===== src/rtl/intr_pkg.sv =====
// Shared types and constants for the interrupt/trap sequencer.
package intr_pkg;

  // Sequencer states. TAKE and RET each last exactly one cycle.
  typedef enum logic [2:0] {
    IDLE    = 3'd0,
    PENDING = 3'd1,
    TAKE    = 3'd2,
    HANDLER = 3'd3,
    RET     = 3'd4
  } intr_state_t;

  // Value driven on redirect_pc whenever no redirect is in progress.
  localparam logic [31:0] RESET_PC = 32'h0;

  // True for the states that redirect the PC and hold off fetch.
  function automatic logic is_redirect(input intr_state_t s);
    return (s == TAKE) || (s == RET);
  endfunction

endpackage


===== src/rtl/irq_sync_edge.sv =====
// Brings the asynchronous interrupt line into the clk domain through a
// flop chain, then turns it into a request: a one-cycle pulse on each
// rising edge (EDGE_TRIG=1) or the synchronised level (EDGE_TRIG=0).
// SYNC_STAGES must lie in 2..4.
module irq_sync_edge #(
  parameter int SYNC_STAGES = 2,
  parameter bit EDGE_TRIG   = 1'b1
) (
  input  logic clk,
  input  logic rst,
  input  logic irq_in,
  output logic irq_req
);

  logic [SYNC_STAGES-1:0] sync_q;
  logic                   prev_q;

  // Shift irq_in through the synchroniser and remember the last synced value.
  always_ff @(posedge clk) begin
    if (rst) begin
      sync_q <= '0;
      prev_q <= 1'b0;
    end else begin
      sync_q <= {sync_q[SYNC_STAGES-2:0], irq_in};
      prev_q <= sync_q[SYNC_STAGES-1];
    end
  end

  // Edge mode fires only when the synced line goes 0 -> 1.
  always_comb begin
    if (EDGE_TRIG) irq_req = sync_q[SYNC_STAGES-1] & ~prev_q;
    else           irq_req = sync_q[SYNC_STAGES-1];
  end

endmodule


===== src/rtl/intr_ctrl.sv =====
// Interrupt/trap sequencer for the multicycle core. Latches a synchronised
// interrupt request, takes it only at an instruction boundary while the CSR
// block reports it enabled, and sequences trap entry (redirect to mtvec)
// and mret (redirect to mepc). Outputs are decoded from registered state
// and forced to 0 while rst is high so no strobe escapes during reset.
module intr_ctrl
  import intr_pkg::*;
#(
  parameter int SYNC_STAGES = 2,
  parameter bit EDGE_TRIG   = 1'b1
) (
  input  logic        clk,
  input  logic        rst,
  input  logic        irq_in,
  input  logic        csr_mie,
  input  logic        csr_mstatus,
  input  logic [31:0] csr_mtvec,
  input  logic [31:0] csr_mepc,
  input  logic        instr_boundary,
  input  logic        mret_exec,
  output logic        int_taken,
  output logic        int_ret,
  output logic        redirect_valid,
  output logic [31:0] redirect_pc,
  output logic        cpu_hold,
  output logic        irq_pending,
  output logic        in_handler
);

  logic        irq_req;
  logic        take_ok;
  intr_state_t state_q, state_d;
  logic        pending_q, pending_d;
  logic        taken_q, ret_q, handler_q, redirect_q;

  irq_sync_edge #(
    .SYNC_STAGES (SYNC_STAGES),
    .EDGE_TRIG   (EDGE_TRIG)
  ) u_sync (
    .clk     (clk),
    .rst     (rst),
    .irq_in  (irq_in),
    .irq_req (irq_req)
  );

  assign take_ok = pending_q & csr_mie & csr_mstatus & instr_boundary;

  // Next-state logic; mret always wins over taking a pending interrupt.
  always_comb begin
    state_d = state_q;
    unique case (state_q)
      IDLE: begin
        if (mret_exec)      state_d = RET;
        else if (pending_q) state_d = PENDING;
      end
      PENDING: begin
        if (mret_exec)      state_d = RET;
        else if (take_ok)   state_d = TAKE;
      end
      TAKE:                 state_d = HANDLER;
      HANDLER: begin
        if (mret_exec)      state_d = RET;
      end
      RET:                  state_d = pending_q ? PENDING : IDLE;
      default:              state_d = IDLE;
    endcase
  end

  // Pending clears only when entering TAKE; a coincident new request survives.
  always_comb begin
    pending_d = irq_req | (pending_q & ~((state_q == PENDING) && (state_d == TAKE)));
  end

  // State, pending flag and output flags registered from the next state.
  always_ff @(posedge clk) begin
    if (rst) begin
      state_q    <= IDLE;
      pending_q  <= 1'b0;
      taken_q    <= 1'b0;
      ret_q      <= 1'b0;
      handler_q  <= 1'b0;
      redirect_q <= 1'b0;
    end else begin
      state_q    <= state_d;
      pending_q  <= pending_d;
      taken_q    <= (state_d == TAKE);
      ret_q      <= (state_d == RET);
      handler_q  <= (state_d == HANDLER);
      redirect_q <= is_redirect(state_d);
    end
  end

  // Output decode; reset masks everything in the cycle it is asserted.
  always_comb begin
    int_taken      = taken_q & ~rst;
    int_ret        = ret_q & ~rst;
    redirect_valid = redirect_q & ~rst;
    cpu_hold       = redirect_q & ~rst;
    irq_pending    = pending_q & ~rst;
    in_handler     = handler_q & ~rst;
    redirect_pc    = RESET_PC;
    if (!rst) begin
      if (taken_q)    redirect_pc = csr_mtvec;
      else if (ret_q) redirect_pc = csr_mepc;
    end
  end

endmodule


===== config.mk =====
export PLATFORM = sky130hd
export DESIGN_NAME = intr_ctrl
export DESIGN_NICKNAME = d
export VERILOG_FILES = /design/src/rtl/intr_pkg.sv /design/src/rtl/irq_sync_edge.sv /design/src/rtl/intr_ctrl.sv
export SDC_FILE = /design/constraint.sdc
export NUM_CORES = 1
export LEC_CHECK = 0
export ABC_AREA = 1
export CORE_UTILIZATION = 30
export CTS_CLUSTER_DIAMETER = 80
export DETAILED_ROUTE_END_ITERATION = 16
export PLACE_DENSITY = 0.87
export SLEW_MARGIN = 20
export SYNTH_ARGS = -nofsm -noshare
export SYNTH_HDL_FRONTEND = slang
export SYNTH_SLANG_ARGS = --single-unit

===== constraint.sdc =====
create_clock -name clk -period 2.1 [get_ports clk]
set_input_delay 0.42 -clock clk [delete_from_list [all_inputs] [get_ports clk]]
set_output_delay 0.42 -clock clk [all_outputs]
set_load 0.01 [all_outputs]

# Word-level counts from Yosys, hierarchy flattened
# Index checks and enable logic that the tools add are counted.
dict set report totals {
  regBits 11
  input_bits 71
  out_inout_bits 38
}
dict set report op_classes {
  eq_ne 7
  n_mux 10
  bitwise_logic 14
  n_reduce_logical 3
}
# cell count
set op_table {}
lappend op_table {{32-bit 2-to-1 mux} 3}
lappend op_table {{3-bit 2-to-1 mux} 5}
lappend op_table {{3-bit one-hot mux with 5 select lines} 1}
lappend op_table {{3-bit by 2-bit equality test with 1-bit output, second input constant} 4}
lappend op_table {{1-bit bitwise AND} 10}
lappend op_table {{3-bit equality test, second input constant} 2}
lappend op_table {{3-bit by 1-bit equality test with 1-bit output, second input constant} 1}
lappend op_table {{3-bit logical NOT} 1}
lappend op_table {{1-bit inverter} 3}
lappend op_table {{1-bit logical AND} 1}
lappend op_table {{1-bit logical OR} 1}
lappend op_table {{1-bit 2-to-1 mux} 1}
lappend op_table {{1-bit bitwise OR} 1}

# Logic depth before layout (Yosys ltp)
# Gate-level depths: netlist (run 1).
dict set report depth {
  word_depth 11
  depth_mapped 6
  ltp_nobuf 6
}

# Modules after synthesis
# A second synthesis (run 1) with hierarchy kept.
dict set report unflattened {
  hier_cells 138
  area_unflattened_um2 978.4
}
# mod n_inst cells_per_inst area_per_inst_um2
set by_module_without_submodules {}
lappend by_module_without_submodules {intr_ctrl 1 128 892.1}
lappend by_module_without_submodules {irq_sync_edge 1 10 86.3}

# Worst setup path after synthesis (run 1)
# Ideal clock, no wire load.
dict set report synth_path {
  path_kind {input to output}
  start {input rst}
  end {output redirect_valid}
  t_arrival_ps 993
  t_required_ps 1680
  setup_slack_ps 687
  cell_stages 3
  path_buffers 2
  path_cell_list {clkbuf_1 -> nor2_1 -> buf_4}
}
dict set report synth_between {
  elab_chain_cells 2
}
# item line
set synth_lines {}
lappend synth_lines {{start: declaration} intr_ctrl.sv:13} ;# input logic rst,
lappend synth_lines {{1-bit inverter} -}
lappend synth_lines {{1-bit bitwise AND} -}
lappend synth_lines {{end: declaration} intr_ctrl.sv:23} ;# output logic redirect_valid,
# No other way between the ends.

# Worst setup path in the final report (run 1)
dict set report layout_path {
  start {input rst}
  end {output int_taken}
}
dict set report layout_between {
  elab_chain_cells 2
}
# item line
set layout_lines {}
lappend layout_lines {{1-bit inverter} intr_ctrl.sv:95} ;# int_taken = taken_q & ~rst;
lappend layout_lines {{1-bit bitwise AND} intr_ctrl.sv:95}
lappend layout_lines {{end: declaration} intr_ctrl.sv:21} ;# output logic int_taken,
# No other way between the ends.

==> metrics.txt, run 1 <==
CP Buf/Inv Count 5; fraction of layout cells with a size suffix above 1 9.09%; H-tree depth 1; CP Data Required Time around 1.7 ns; slowest library cell on the worst path clkdlybuf4s50_1; Area contributors post-synth dfxtp_1 (23%), nor2_1 (19%), a22oi_1 (17%); Yosys warnings 0; Arr. time, crit path around 1.5 ns; crit path max fanout 21; final RePlAce weighted congestion a little under 0.9; Net Sw Power 0.160 mW; Least-Margin Pin Slew around 0.21 ns; Post-Synth XOR/XNOR Area 0%; Sink Count 11; first-pass detailed-route iteration total 4; post-synthesis sequential area ratio 22.7%; initial drt markers 66; Finished Layout Cells ~290; post-route setup slack about 0.14 ns; min-delay worst type flop to flop; CTS Buf Count 3; most frequent cells in the layout clkdlybuf4s50_1 (71), nor2_1 (49), dlymetal6s2s_1 (24); Netlist cell types 16; Slew HR ~86%; Cell Chain, Critical Path dlygate4sd2_1 -> buf_12 -> inv_1 -> nand2_1 -> inv_1 -> clkdlybuf4s50_1; share of the synthesized area in the top cell type a little under a quarter; global route overflow 0; first-pass GRT wire length approximately 5 mm; # rows 20; Worst path most repeated cell inv_1; commonest non-fill, non-tap cell in the layout clkdlybuf4s50_1; main combinational cell family by area after synthesis compound AO/OA/AOI/OAI gates; Worst path depth 6; Final Hold Fails 0; delay-heaviest family, CP buffers and inverters; largest net degree at the start of global routing 34; status finished clean; vias in the first global route about 1100; CTS clock-pin slew for the worst setup and hold paths 0.07 ns; CTS tree built; Simple-Gate Fraction of Synth Area between 20 and 30%; DR WL/cell approximately 13 µm; Die Span Y just under 60 µm; CP startpoint kind primary input; post-synthesis mux area share 0%; synthesized area a little under 1000 µm²; leading area contributor after synthesis dfxtp_1; Hold Path Depth 2; Post-CTS Setup Repair Bufs 0; Internal 0.466 mW; # DRC 0; Seq cells post-synth 11; RSZ-0062 raised after global routing false; R2R depth 5; Max clock buf depth 2; setup_tns 0 ns; DP Worst Slack -0.123 ns; vias per cell 4.58; total power draw 0.627 mW; Reg power frac 34.9%; final setup vio count 0; dpl cells 280; antenna violations before repair 0; worst clock skew between 0.0008 and 0.0009 ns; Clock Tree Root clkbuf_4; total routed wirelength about 3.8 mm; fmax approximately 500 MHz; Synth Instances 136; area added between synthesis and finish 125%; Die Wd 58.9 µm; part of the power in combinational logic a little over two fifths; crit end category primary output; GRT Util Overall between 10% and 20%; fin crit period a little under 2 ns; I/O pin count about 110; Final Net Count between 300 and 400; hold buffers post-CTS 0; Clk network pwr share ~23%; Crit path largest cell delay about 0.52 ns; post-synthesis adder-cell area fraction 0%; pwr/cell area roughly 290 nW/µm²; core area ~3000 µm²; fin. max-slew vios 0; Initial Util 31.8%; DIE AREA about 3500 µm²; Switching Fraction 25.6%; Hold Slack about 0.4 ns; max_cap viols 0; vias approximately 1300; ANT cells 0; I/O Buffers 108; critical path type primary input to primary output; synthesized area per cell 7.13 µm²; fin crit share 93.2%; Skew-Pair Late Insertion Delay approximately 0.26 ns; leakage between 1 and 1.5 nW; ANT nets after route 0; Peak VDD IR between 0.3 and 0.4 mV; syn_nets between 200 and 250; compound-gate portion of the synthesized area a little under a third; HPWL after DPL approximately 2.6 mm
## kinds of logic after synthesis
logic type	count (synthesis)
buffers and inverters	26
flip-flops	11
AND/OR/NAND/NOR	65
AO/OA/AOI/OAI	34
## state kept, by name, indices dropped and copies added (netlist names)
| signal | count |
|---|---|
| handler_q | 1 |
| pending_q | 1 |
| redirect_q | 1 |
| ret_q | 1 |
| state_q | 3 |
| taken_q | 1 |
| u_sync.prev_q | 1 |
| u_sync.sync_q | 2 |
## power groups by stage
stage | combinational, mW | sequential [mW] | clock, mW
2_1_floorplan | 0.0811 | 0.223 | 0
3_3_place_gp | 0.255 | 0.223 | 0
3_5_place_dp | 0.259 | 0.223 | 0
4_1_cts | 0.263 | 0.219 | 0.144
5_1_grt | 0.285 | 0.219 | 0.155
6_report | 0.267 | 0.218 | 0.141
## stage by stage
step | utilization (%) | area, µm²
finish | 71.3 | 2180
global route | 71.3 | 2180
CTS | 68.5 | 2090
detailed placement | 67.1 | 2050
global placement | 67.1 | 2050
floorplan | - | 970
## synthesized netlist by cell type
cell and n:
buf_6 1, buf_8 2, a22oi_2 10, clkbuf_1 4, nand2_1 10, a21oi_1 2
dfxtp_1 11, nand3_1 4, nor2_1 49, nor2_8 1, a22oi_1 22, buf_12 1
inv_1 13, buf_4 2, clkbuf_8 3, nand4_1 1
## cell type report
type                            count  area [µm²]
Inverter                           13        48.8
Sequential cell                    11         221
Timing Repair Buffer              115        1260
Tap cell                           44        55.1
Fill cell                         242         876
Clock buffer                        4        26.3
Multi-Input combinational cell     99         568
## final timing paths
| path | from | slack, ns | to |
|---|---|---|---|
| setup / recovery | rst | 0.14 | int_taken |
| hold / removal | u_sync.sync_q[0]$_SDFF_PP0_ | 0.40 | u_sync.sync_q[1]$_SDFF_PP0_ |
| setup reg to reg | state_q[0]$_SDFF_PP0_ | 1.06 | pending_q$_SDFF_PP0_ |
| hold reg to reg | u_sync.sync_q[0]$_SDFF_PP0_ | 0.40 | u_sync.sync_q[1]$_SDFF_PP0_ |
## repair_timing
item                                    CTS  global route
endpoints found under the setup margin   38            24
resized for setup                        14            24
cloned                                    1             1
## routing by layer
metal / vias up / part of all wire, % / global-route usage [%]
li1: 670 / - / -
met1: 583 / 40 / 21.2
met2: 55 / 52 / 35.2
met3: 3 / 8.0 / 4.18
met4: 0 / 0.60 / 4.08
met5: - / 0 / 0
## worst register-to-register path, delay by kind of cell (launching register included)
kind / cells / cell delay, ns
buffers and inverters: 1 / 0.06
AND/OR/NAND/NOR: 4 / 0.54
flip-flops: 1 / 0.35
No activity file was read; power rests on OpenSTA's default activity.
==> run 2: changes to the inputs <==
--- a/config.mk
+++ b/config.mk
@@ -9,7 +9,7 @@
 export CORE_UTILIZATION = 30
 export CTS_CLUSTER_DIAMETER = 80
 export DETAILED_ROUTE_END_ITERATION = 16
-export PLACE_DENSITY = 0.87
+export PLACE_DENSITY_LB_ADDON = 0.15
 export SLEW_MARGIN = 20
 export SYNTH_ARGS = -nofsm -noshare
 export SYNTH_HDL_FRONTEND = slang
==> metrics.txt, run 2 (same netlist as run 1, synthesis figures left out) <==
min-delay worst type flop to flop; crit end category primary output; initial drt markers 64; largest net degree at the start of global routing 25; max reg flops 3; I/O pin count between 100 and 150; R2R depth 5; Worst R2R Setup Slack about 1.1 ns; # rows 20; first-pass GRT wire length between 5 and 6 mm; # DRC 0; DR WL/cell 13.2 µm; HPWL after DPL 3.02 mm; reg2reg start pending_q$_SDFF_PP0_; first-pass detailed-route iteration total 4; critical path type primary input to primary output; vias around 1400; top flop regs state_q (3), u_sync.sync_q (2); Peak VDD IR 0.319 mV; DP Worst Slack -0.125 ns; most frequent cells in the layout clkdlybuf4s50_1 (72), nor2_1 (49), dlygate4sd2_1 (32); max_cap viols 0; crit path max fanout 13; commonest non-fill, non-tap cell in the layout clkdlybuf4s50_1; ANT cells 0; fin crit share between 90 and 100%; CP Data Required Time between 1.5 and 2 ns; vias in the first global route around 1200; fin crit period just over 2 ns; Initial Util about a third; I/O Buffers between 100 and 150; fraction of layout cells with a size suffix above 1 10.6%; antenna violations before repair 0; pwr/cell area a little under 300 nW/µm²; Hold Path Depth 2; Fillers between 200 and 300; DIE AREA 3460 µm²; CTS Buf Count 3; Slew HR 86.2%; status finished clean; global route overflow 0; Max clock buf depth 2; post-route setup slack 0.0872 ns; Sink Count 11; Least-Margin Pin Slew ~0.21 ns; CTS tree built; Arr. time, crit path roughly 1.6 ns; area added between synthesis and finish 117%; RSZ-0062 raised after global routing false; fin. max-slew vios 0; ANT nets after route 0; HP Start u_sync.sync_q[0]$_SDFF_PP0_; worst flop-to-flop path endpoint pending_q$_SDFF_PP0_; fmax 497 MHz; worst clock skew 0.000818 ns; GRT Util Overall 21.4%; Biggest register state_q; H-tree depth 1; total routed wirelength 3.84 mm; Hold Slack approximately 0.4 ns; Hold Path Sink u_sync.sync_q[1]$_SDFF_PP0_; leakage around 1 nW; Final Net Count approximately 320; CTS clock-pin slew for the worst setup and hold paths 0.07 ns; vias per cell between 4 and 5; Skew-Pair Late Insertion Delay 0.26 ns; CP startpoint kind primary input; Final Hold Fails 0; hold buffers post-CTS 0; core area between 3000 and 4000 µm²; Die Wd approximately 59 µm; final RePlAce weighted congestion 0.707; final setup vio count 0; Die Span Y 58.9 µm; Clock Tree Root clkbuf_4
## run 2: cell types whose count changed in the layout (fill, tap and decap cells not counted), sizes merged
cell and delta:
clkdlybuf4s50 +1, clkbuf -1, buf +5, dlygate4sd2 +19
dlymetal6s2s -20
## run 2: layer usage
metal	global-route usage (%)	share of wire (%)
met3	1.98	6.8
met1	26.6	39
met2	39.4	53
met4	5.44	1.0
met5	0	0
## run 2: power by group
| part | internal, mW | total, mW | switching [mW] |
|---|---|---|---|
| Sequential | 0.216 | 0.219 | 0.00271 |
| Clock | 0.0734 | 0.139 | 0.0658 |
| Combinational | 0.173 | 0.262 | 0.0894 |
## run 2: worst max path at each step
stage / slack (ns) / cells after the start / startpoint / endpoint
after floorplan: 0.69 / 3 / rst / redirect_valid
after global placement: -0.11 / 6 / rst / int_taken
after detailed placement: -0.13 / 6 / rst / int_taken
after CTS: 0.01 / 6 / ret_q$_SDFF_PP0_ / redirect_pc[5]
after global routing: 0.04 / 4 / rst / int_ret
final: 0.09 / 4 / rst / int_ret
## run 2: final cells by class
cell class	instances	area, µm²	area share, %
timing repair buffer	119	1180	56.2
tap	44	55.1	2.62
sequential	11	221	10.5
inverter	13	48.8	2.32
clock buffer	4	26.3	1.25
multi-input combinational	99	568	27.0
## run 2: through the flow
stage | total power [mW] | utilization [%] | std cells | setup TNS, ns | cell area (µm²)
floorplan | 0.304 | - | 136 | 0 | 970
global placement | 0.474 | 66.6 | 283 | -1.73 | 2030
detailed placement | 0.481 | 66.6 | 283 | -2.20 | 2030
CTS | 0.627 | 68.5 | 290 | 0 | 2090
global route | 0.655 | 68.9 | 290 | 0 | 2100
finish | 0.620 | 68.9 | 290 | 0 | 2100
## run 2: critical path, cell delays in order
cell,delay (ns)
dlygate4sd2_1,0.30
buf_4,0.20
nor2_1,0.11
clkdlybuf4s50_1,0.56
## run 2: what timing repair did
item | CTS | global route
endpoints found under the setup margin | 37 | 4
buffers inserted | 2 | 0
gates resized for setup | 39 | 4
cloned | 1 | 0
pin swaps | 1 | 0
==> patch: new RTL, flow settings as in run 1 <==
`SYNC_STAGES` is set to 2 in 2 places; all go to 4. Comments in the files are not updated.
--- a/src/rtl/irq_sync_edge.sv
+++ b/src/rtl/irq_sync_edge.sv
@@ -3,7 +3,7 @@
 // rising edge (EDGE_TRIG=1) or the synchronised level (EDGE_TRIG=0).
 // SYNC_STAGES must lie in 2..4.
 module irq_sync_edge #(
-  parameter int SYNC_STAGES = 2,
+  parameter int SYNC_STAGES = 4,
   parameter bit EDGE_TRIG   = 1'b1
 ) (
   input  logic clk,
--- a/src/rtl/intr_ctrl.sv
+++ b/src/rtl/intr_ctrl.sv
@@ -6,7 +6,7 @@
 module intr_ctrl
   import intr_pkg::*;
 #(
-  parameter int SYNC_STAGES = 2,
+  parameter int SYNC_STAGES = 4,
   parameter bit EDGE_TRIG   = 1'b1
 ) (
   input  logic        clk,
Check against the original RTL: not equivalent (a bounded check fails within 4 cycles, from zero or initial values and one cycle with rst high).
==> patch against run 1 <==
  * Sequential cell count increased by 2
  * Final area increased by 1.1%
  * Non-clock buffer count decreased by 1
  * Total power increased by 5.3%
  * Worst hold slack got worse by 2.4 ps
  * First-iteration DRC count increased by 61%
  * Synthesized area increased by 5.5%
  * Worst setup slack got worse by 12 ps
  * Critical endpoint unchanged
  * Routed wire length decreased by 0.18%
  * Sequential power increased by 17%
==> patch: results (changes against run 1) <==
| Metric | Value |
|---|---|
| Status | finished, final reports clean |
| Top cells by count, synth | 51 x nor2_1, 22 x a22oi_1, 15 x inv_1 |
| Final setup margin | 131 ps (-11.8 ps) |
| Reg2reg start | pending_q |
| DR DRC count | 0 (unchanged) |
| Met3 Usage GRT | 5.33% (+1.2 points) |
| Worst Setup SP | taken_q |
| Crit path capture | int_taken |
| Cell family with most CP delay | buffers and inverters |
| Largest registers | u_sync.sync_q: 4 flops, state_q: 3 flops |
| R2R Setup Slk | 1040 ps (-20 ps) |
| Top FF cell, synth | dfxtp_1 |
| Sequential area share after synthesis | 25.4% (+2.7 points) |
| # fillers | 254 (+5.0%) |
| Leakage | 1.22 nW (-4.7%) |
| Met2 wire len | 1.84 mm (-7.1%) |
| Highest routed layer | met4 |
| M1 WL | 1.51 mm (-1.4%) |
| All-Layer GR Usage | 18.7% (about the same) |
| Syn Nets | 213 (+2.9%) |
| Dpl cells | 286 (+2.1%) |
| Maximum VDD drop | 0.473 mV (+41%) |
| Asr flop ratio synth | 0% (unchanged) |
| WHS Endpoint | u_sync.sync_q[2] |
| Mux cell area share after synthesis | 0% (unchanged) |
| Clock-pin slew on the worst setup and hold paths | 70 ps (about the same) |
| WL/cell | 13.2 um (-1.9%) |
| First-pass GRT wire length | 5.16 mm (+3.0%) |
| Cell variety after synth | 17 (+1) |
| Share of cells above drive strength 1 | 8.50% (-0.59 points) |
| Hold slack final | 402 ps (-2.40 ps) |
| Area of the multi-input gates | 576 um^2 (+1.3%) |
| CP max FO | 33 (+57%) |
| Pre-CTS WS | -85.9 ps (+36.8 ps) |
| Worst Path Arrival | 1550 ps |
| Vias in the first global route | 1,101 (-0.54%) |
| Max-slew headroom | 85.5% (-0.15 points) |
| Synth Area in XOR/XNOR | 0% (unchanged) |
| Synth area leaders | dfxtp_1 25%, nor2_1 19%, a22oi_1 16%, a22oi_2 12%, inv_1 5.5% |
| Met3 routed WL | 407 um (+33%) |
| Vias | 1,373 (+4.7%) |
| Met2 Use GR | 32.5% (-2.7 points) |
| Initial DRC Count | 106 (+61%) |
| Cells after synthesis | 142 (+4.4%) |
| Hold path start | u_sync.sync_q[1] |
| CTS Buf Count | 3 (unchanged) |
| H-Tree Depth | 1 (unchanged) |
| Initial antenna violation count | 0 (unchanged) |
| GR Util met1 | 22.3% (+1.0 points) |
| Dpl hpwl | 2.76 mm (+5.9%) |
| Fin nets | 319 (+1.6%) |
| Post-Layout Cell Count | 291 (+1.7%) |
| Gp weighted congestion | 0.731 (-15%) |
| Final Skew | 2.23 ps (+1.40 ps) |
| CTS Buffer Depth | 2 (unchanged) |
| Placed Instance Area | 2120 um^2 (+3.3%) |
| Compound-gate portion of the synthesized area | 29.3% (-1.6 points) |
==> patch: cell types whose count changed after synthesis, sizes merged <==
cell / run 1 / this run
dfxtp: 11 / 13
inv: 13 / 15
nor2: 50 / 52
buf: 6 / 7
clkbuf: 7 / 6
==> patch: repair_timing <==
item,CTS,global route
cloned,1,0
gates resized for setup,18,19
hold buffers,0,0
pin swaps,0,0
setup endpoints to repair,38,19
==> patch: where the power goes <==
group | total [mW] | internal, mW | switching (mW)
registers | 0.255 | 0.253 | 0.00195
logic | 0.258 | 0.173 | 0.0852
clock network | 0.147 | 0.0735 | 0.0738
total | 0.660 | 0.499 | 0.161
==> patch: logic make-up (layout without fill, tap and decap cells) <==
group,Yosys count,count (layout)
compound gates,34,34
flops,13,13
buf+inv,28,133
simple gates,67,67
==> patch: area by class of cell <==
cell class	instances	area share (%)
Clock buffer	4	1.19
Tap cell	44	2.50
Inverter	15	2.56
Timing Repair Buffer	114	55.7
Multi-Input combinational cell	101	26.1
Sequential cell	13	11.9
